===== src/rtl/kfps2kb_command_scheduler.sv =====
// Two-requester command scheduler for the PS/2 send-data engine: arbitration, ACK/RESEND retry, timeouts.
// Optional: define KFPS2KB_RESEND_ON_TIMEOUT_EN to make an ACK_WAIT timeout consume a retry like 0xFE.
module kfps2kb_command_scheduler #(
    parameter logic [15:0] ACK_TIMEOUT = 16'd2000,
    parameter logic [7:0]  MAX_RETRY   = 8'd3
) (
    input  logic       clock,
    input  logic       reset,
    input  logic       peripheral_clock,
    input  logic       req0_valid,
    input  logic [7:0] req0_data,
    output logic       req0_grant,
    output logic       req0_done,
    input  logic       req1_valid,
    input  logic [7:0] req1_data,
    output logic       req1_grant,
    output logic       req1_done,
    output logic       cmd_error,
    output logic       busy,
    output logic       send_request,
    output logic [7:0] send_data,
    input  logic       sending_data_flag,
    input  logic       recv_valid,
    input  logic [7:0] recv_data
);

    localparam logic [2:0] S_IDLE      = 3'd0;
    localparam logic [2:0] S_SEND      = 3'd1;
    localparam logic [2:0] S_SEND_WAIT = 3'd2;
    localparam logic [2:0] S_ACK_WAIT  = 3'd3;
    localparam logic [2:0] S_FINISH    = 3'd4;

    localparam logic [7:0] KB_ACK    = 8'hFA;
    localparam logic [7:0] KB_RESEND = 8'hFE;

    logic [2:0]  r_state;
    logic [2:0]  r_pclk_sync;
    logic [7:0]  r_send_data;
    logic        r_owner;
    logic        r_last_grant;
    logic [7:0]  r_retry_count;
    logic [15:0] r_tick_count;
    logic        r_error;
    logic        r_seen_flag;

    logic        w_tick;
    logic        w_timeout;
    logic        w_pick1;
    logic        w_grant0;
    logic        w_grant1;

    // Bits [1:0] are the synchroniser; bit 2 is the previous synchronised level for edge detection.
    assign w_tick    = r_pclk_sync[1] & ~r_pclk_sync[2];
    assign w_timeout = (r_tick_count == ACK_TIMEOUT);

    // Requester 1 wins when alone, or on a tie when requester 0 was granted last.
    assign w_pick1  = req1_valid && (!req0_valid || !r_last_grant);
    assign w_grant0 = (r_state == S_IDLE) && req0_valid && !w_pick1;
    assign w_grant1 = (r_state == S_IDLE) && w_pick1;

    assign req0_grant   = w_grant0;
    assign req1_grant   = w_grant1;
    assign send_request = (r_state == S_SEND);
    assign send_data    = r_send_data;
    assign busy         = (r_state != S_IDLE);
    assign req0_done    = (r_state == S_FINISH) && !r_owner;
    assign req1_done    = (r_state == S_FINISH) && r_owner;
    assign cmd_error    = (r_state == S_FINISH) && r_error;

    // NOTE: all state updates use non-blocking assignments so every branch reads pre-edge values.
    always_ff @(posedge clock) begin
        if (reset) begin
            r_state       <= S_IDLE;
            r_pclk_sync   <= 3'b000;
            r_send_data   <= 8'h00;
            r_owner       <= 1'b0;
            r_last_grant  <= 1'b1;
            r_retry_count <= 8'd0;
            r_tick_count  <= 16'd0;
            r_error       <= 1'b0;
            r_seen_flag   <= 1'b0;
        end else begin
            r_pclk_sync <= {r_pclk_sync[1:0], peripheral_clock};

            // Saturating tick counter; state-specific clears below take precedence.
            if (w_tick && !w_timeout) begin
                r_tick_count <= r_tick_count + 16'd1;
            end

            case (r_state)
                S_IDLE: begin
                    if (w_grant0 || w_grant1) begin
                        r_send_data   <= w_grant1 ? req1_data : req0_data;
                        r_owner       <= w_grant1;
                        r_last_grant  <= w_grant1;
                        r_retry_count <= 8'd0;
                        r_error       <= 1'b0;
                        r_state       <= S_SEND;
                    end
                end
                S_SEND: begin
                    r_tick_count <= 16'd0;
                    r_seen_flag  <= 1'b0;
                    r_state      <= S_SEND_WAIT;
                end
                S_SEND_WAIT: begin
                    if (r_seen_flag && !sending_data_flag) begin
                        r_tick_count <= 16'd0;
                        r_state      <= S_ACK_WAIT;
                    end else if (w_timeout) begin
                        r_error <= 1'b1;
                        r_state <= S_FINISH;
                    end else if (sending_data_flag) begin
                        r_seen_flag <= 1'b1;
                    end
                end
                S_ACK_WAIT: begin
                    if (recv_valid && recv_data == KB_ACK) begin
                        r_state <= S_FINISH;
                    end else if (recv_valid && recv_data == KB_RESEND) begin
                        if (r_retry_count < MAX_RETRY) begin
                            r_retry_count <= r_retry_count + 8'd1;
                            r_state       <= S_SEND;
                        end else begin
                            r_error <= 1'b1;
                            r_state <= S_FINISH;
                        end
                    end else if (w_timeout) begin
`ifdef KFPS2KB_RESEND_ON_TIMEOUT_EN
                        if (r_retry_count < MAX_RETRY) begin
                            r_retry_count <= r_retry_count + 8'd1;
                            r_state       <= S_SEND;
                        end else begin
                            r_error <= 1'b1;
                            r_state <= S_FINISH;
                        end
`else
                        r_error <= 1'b1;
                        r_state <= S_FINISH;
`endif
                    end
                end
                S_FINISH: begin
                    r_state <= S_IDLE;
                end
                default: begin
                    r_state <= S_IDLE;
                end
            endcase
        end
    end

endmodule


===== config.mk =====
export PLATFORM = sky130hd
export DESIGN_NAME = kfps2kb_command_scheduler
export DESIGN_NICKNAME = d
export VERILOG_FILES = /design/src/rtl/kfps2kb_command_scheduler.sv
export SDC_FILE = /design/constraint.sdc
export NUM_CORES = 1
export LEC_CHECK = 0
export BUFFER_PORTS_ARGS = -buffer_cell sky130_fd_sc_hd__clkbuf_2
export CAP_MARGIN = 10
export CORE_MARGIN = 1.5
export CORE_UTILIZATION = 45
export CTS_CLUSTER_DIAMETER = 50
export DETAILED_ROUTE_END_ITERATION = 12
export PLACE_DENSITY = 0.69
export SLEW_MARGIN = 20
export SYNTH_ARGS = -nofsm -noshare
export SYNTH_HDL_FRONTEND = slang
export SYNTH_SLANG_ARGS = --single-unit

===== constraint.sdc =====
create_clock -name clock -period 4.25 [get_ports clock]
set_input_delay 0.6375 -clock clock [delete_from_list [all_inputs] [get_ports clock]]
set_output_delay 0.6375 -clock clock [all_outputs]
set_load 0.01 [all_outputs]

==> flow_metrics.tcl <==
set metrics [dict create \
    outcome "completed" \
    crit_buf_inv 1 \
    seqPwrFrac_pct 49.0 \
    highest_layer "met4" \
    port_buffers 45 \
    hold_buffers 0 \
    route.detailed.drc 0 \
    syn_inst 224 \
    finalSetupViolCount 0 \
    ff2ff_setup_slack_ns 1.99 \
    start_util_pct 48.2 \
    die_h_microns 69.4 \
    crit_path_start_kind "flop" \
    fin_crit_ns 2.47 \
    drt-initial-drc-count 71 \
    cp.required_ns 3.61 \
    synth.cell_area_sq_um 1980 \
    crit_path_top_delay_cell "or4b_2" \
    vias 1763 \
    holdCritStartpoint "r_pclk_sync[0]" \
    first_pass_iters 4 \
    area.growth.synth_to_final_pct 18.9 \
    p_leak_nw 0.914 \
    drive_gt1_share_pct 23.7 \
    async_flop_share_pct 0 \
    routed_wl_microns 4040 \
    max_stage_delay_ns 0.72 \
    cpLargestDelayFamily "simple AND/OR/NAND/NOR gates" \
    cts_sinks 42 \
    ys_seq_area_share_pct 42.4 \
    antenna_found_initial 0 \
    fin_skew_ns 0.00481 \
    avgSynthCellArea_sq_um 8.85 \
    synth_area_leaders "dfxtp_1, mux2i_1, nor2_1" \
    yosysTopAreaCell "dfxtp_1" \
    cts.repair.resized 0 \
    gp_congestion 0.762 \
    internal-power_mw 0.649 \
    grt_pass1_vias 1701 \
    post-cts-setup-buffer-count 0 \
    met3RoutedLength_microns 199 \
    final_cell_mix "clkbuf_2, dfxtp_1, nor2_1" \
    grt_pass1_wl_microns 7180 \
    tritoncts "yes" \
    cp-end-kind "output pin" \
    die_w_microns 69.4 \
    clkPwrFrac_pct 35.8 \
    wl_per_cell_microns 12.6 \
    yosys.cell_types.count 46 \
    fmax_mhz 405 \
    hp-class "flop to flop" \
    nNetsFinal 303 \
    post-place-ws_ns 1.89 \
    overflow 0 \
    rr_endpoint "r_error" \
    switching_share_pct 27.0 \
    worst_pin_slew_ns 0.970 \
    ctsRootBufferMaster "clkbuf_8" \
    core_area_sq_um 4120 \
    crit_arrival_ns 1.83 \
    final_area_sq_um 2360 \
    yosys.area.top_type_share_pct 42.4 \
    cts_htree_levels 2 \
    fin_hold_ws_ns 0.442 \
    clock_path_buffers 2 \
    r2r_cells 4 \
    maxCapViolCount 0 \
    drtAntennaViolNets 0 \
    dp_hpwl_microns 2980 \
    rsz0062_at_grt "false" \
    power.density_nw_per_um2 377 \
    critical_path_class "flop to output pin" \
    hold_viol 0 \
    reg2reg_from "r_state[0]" \
    cp-endpoint "req0_grant" \
    syn_nets 258 \
    irDropWorstVdd_mv 0.268 \
    synth_ff_type "dfxtp_1" \
    crit_cells 3 \
    ys_ff_latch 42 \
    cp_max_fo 15 \
    drt-met1-wl_microns 1920 \
    track_usage_pct 18.0 \
    path_clk_slew_ns 0.08 \
    comb_power_share_pct 15.1 \
    utilization_pct 57.3 \
    path_cells "or4b_2 > a21oi_1 > clkbuf_2" \
    synth-edff-count 0 \
    max-slew-margin-rel_pct 34.7 \
    switchingPower_mw 0.240 \
    die_area_sq_um 4810 \
    ios 46 \
    diodes 0 \
    grt_start_max_net_pins 20 \
    final_common_cell "clkbuf_2" \
    post-route-period-util_pct 58.1 \
    finalWorstSetupSlack_ns 1.78 \
    cts_made_buffers 5 \
    yosysWarnings 0 \
    dpl-instance-area_sq_um 2240 \
    num_rows 23 \
    tns_ns 0 \
    wl_met2_microns 1850 \
    slew_violations 0 \
    routed_via_density 5.51 \
    clock_latency_ns 0.30 \
    startpoint "r_state[0]" \
]
## through the flow
stage / power [mW] / instances
after detailed placement: 0.580 / 312
after global routing: 0.929 / 320
after floorplan: 0.530 / 224
after CTS: 0.896 / 320
after global placement: 0.577 / 312
final: 0.889 / 320
## worst register-to-register path: stages (launching register included)
cell and delay (ns):
dfxtp_1 0.45, or3_1 0.43, nor2_1 0.72, nor2_1 0.27, a22o_1 0.30
## registers in the layout, summed over array words and instances (netlist names)
signal,cells
r_last_grant,1
r_retry_count,8
r_pclk_sync,3
r_state,3
r_owner,1
send_data,8
r_seen_flag,1
r_tick_count,16
r_error,1
## kinds of logic (layout without fill, tap and decap cells)
logic type,count (synthesis),in the layout,share of synthesized area (%)
xor+xnor,7,7,3.09
fa+ha+maj,3,3,1.89
mux,11,11,5.62
compound gates,45,45,14.6
flops,42,42,42.4
simple gates,102,102,29.5
buf+inv,14,60,2.84
## cell type report
type	instances	area (sq um)
Fill cell	373	1760
Inverter	6	22.5
Clock inverter	3	45.0
Tap cell	50	62.6
Sequential cell	42	841
Multi-Input combinational cell	168	1080
Clock buffer	5	68.8
Timing Repair Buffer	46	233
## power groups by stage
stage               logic, mW  clock network [mW]  registers (mW)
global placement        0.133                   0           0.444
detailed placement      0.135                   0           0.444
CTS                     0.136               0.324           0.436
global route            0.152               0.337           0.440
finish                  0.135               0.318           0.436
floorplan              0.0895                   0           0.440
## layer usage
| layer | vias up | GRT usage [%] |
|---|---|---|
| met2 | 48 | 31.4 |
| met5 | - | 0 |
| met1 | 798 | 21.6 |
| met3 | 9 | 4.22 |
| li1 | 908 | - |
| met4 | 0 | 6.32 |
## worst min-delay path by stage
stage	end	cells after the start
after floorplan	r_pclk_sync[1]	1
after global placement	r_pclk_sync[1]	1
final	r_pclk_sync[1]	1
after CTS	r_pclk_sync[1]	1
after detailed placement	r_pclk_sync[1]	1
after global routing	r_pclk_sync[1]	1
## synthesized netlist by cell type (all sizes together) (2+ instances only)
| cell | n |
|---|---|
| xor2 | 4 |
| and3 | 2 |
| nand4 | 4 |
| clkbuf | 7 |
| and2 | 9 |
| o31ai | 2 |
| mux2i | 10 |
| or4b | 2 |
| nor4 | 4 |
| a211oi | 9 |
| nor3b | 2 |
| nand2 | 12 |
| nor2b | 5 |
| a211o | 3 |
| nand4b | 2 |
| nand3 | 8 |
| o21ai | 10 |
| nand2b | 2 |
| inv | 6 |
| dfxtp | 42 |
| nand3b | 2 |
| a21oi | 14 |
| and4 | 2 |
| xnor2 | 3 |
| ha | 3 |
| a21boi | 2 |
| nor3 | 4 |
| or3 | 9 |
| nor2 | 24 |
| or4 | 4 |
(Power assumes the default switching activity.)
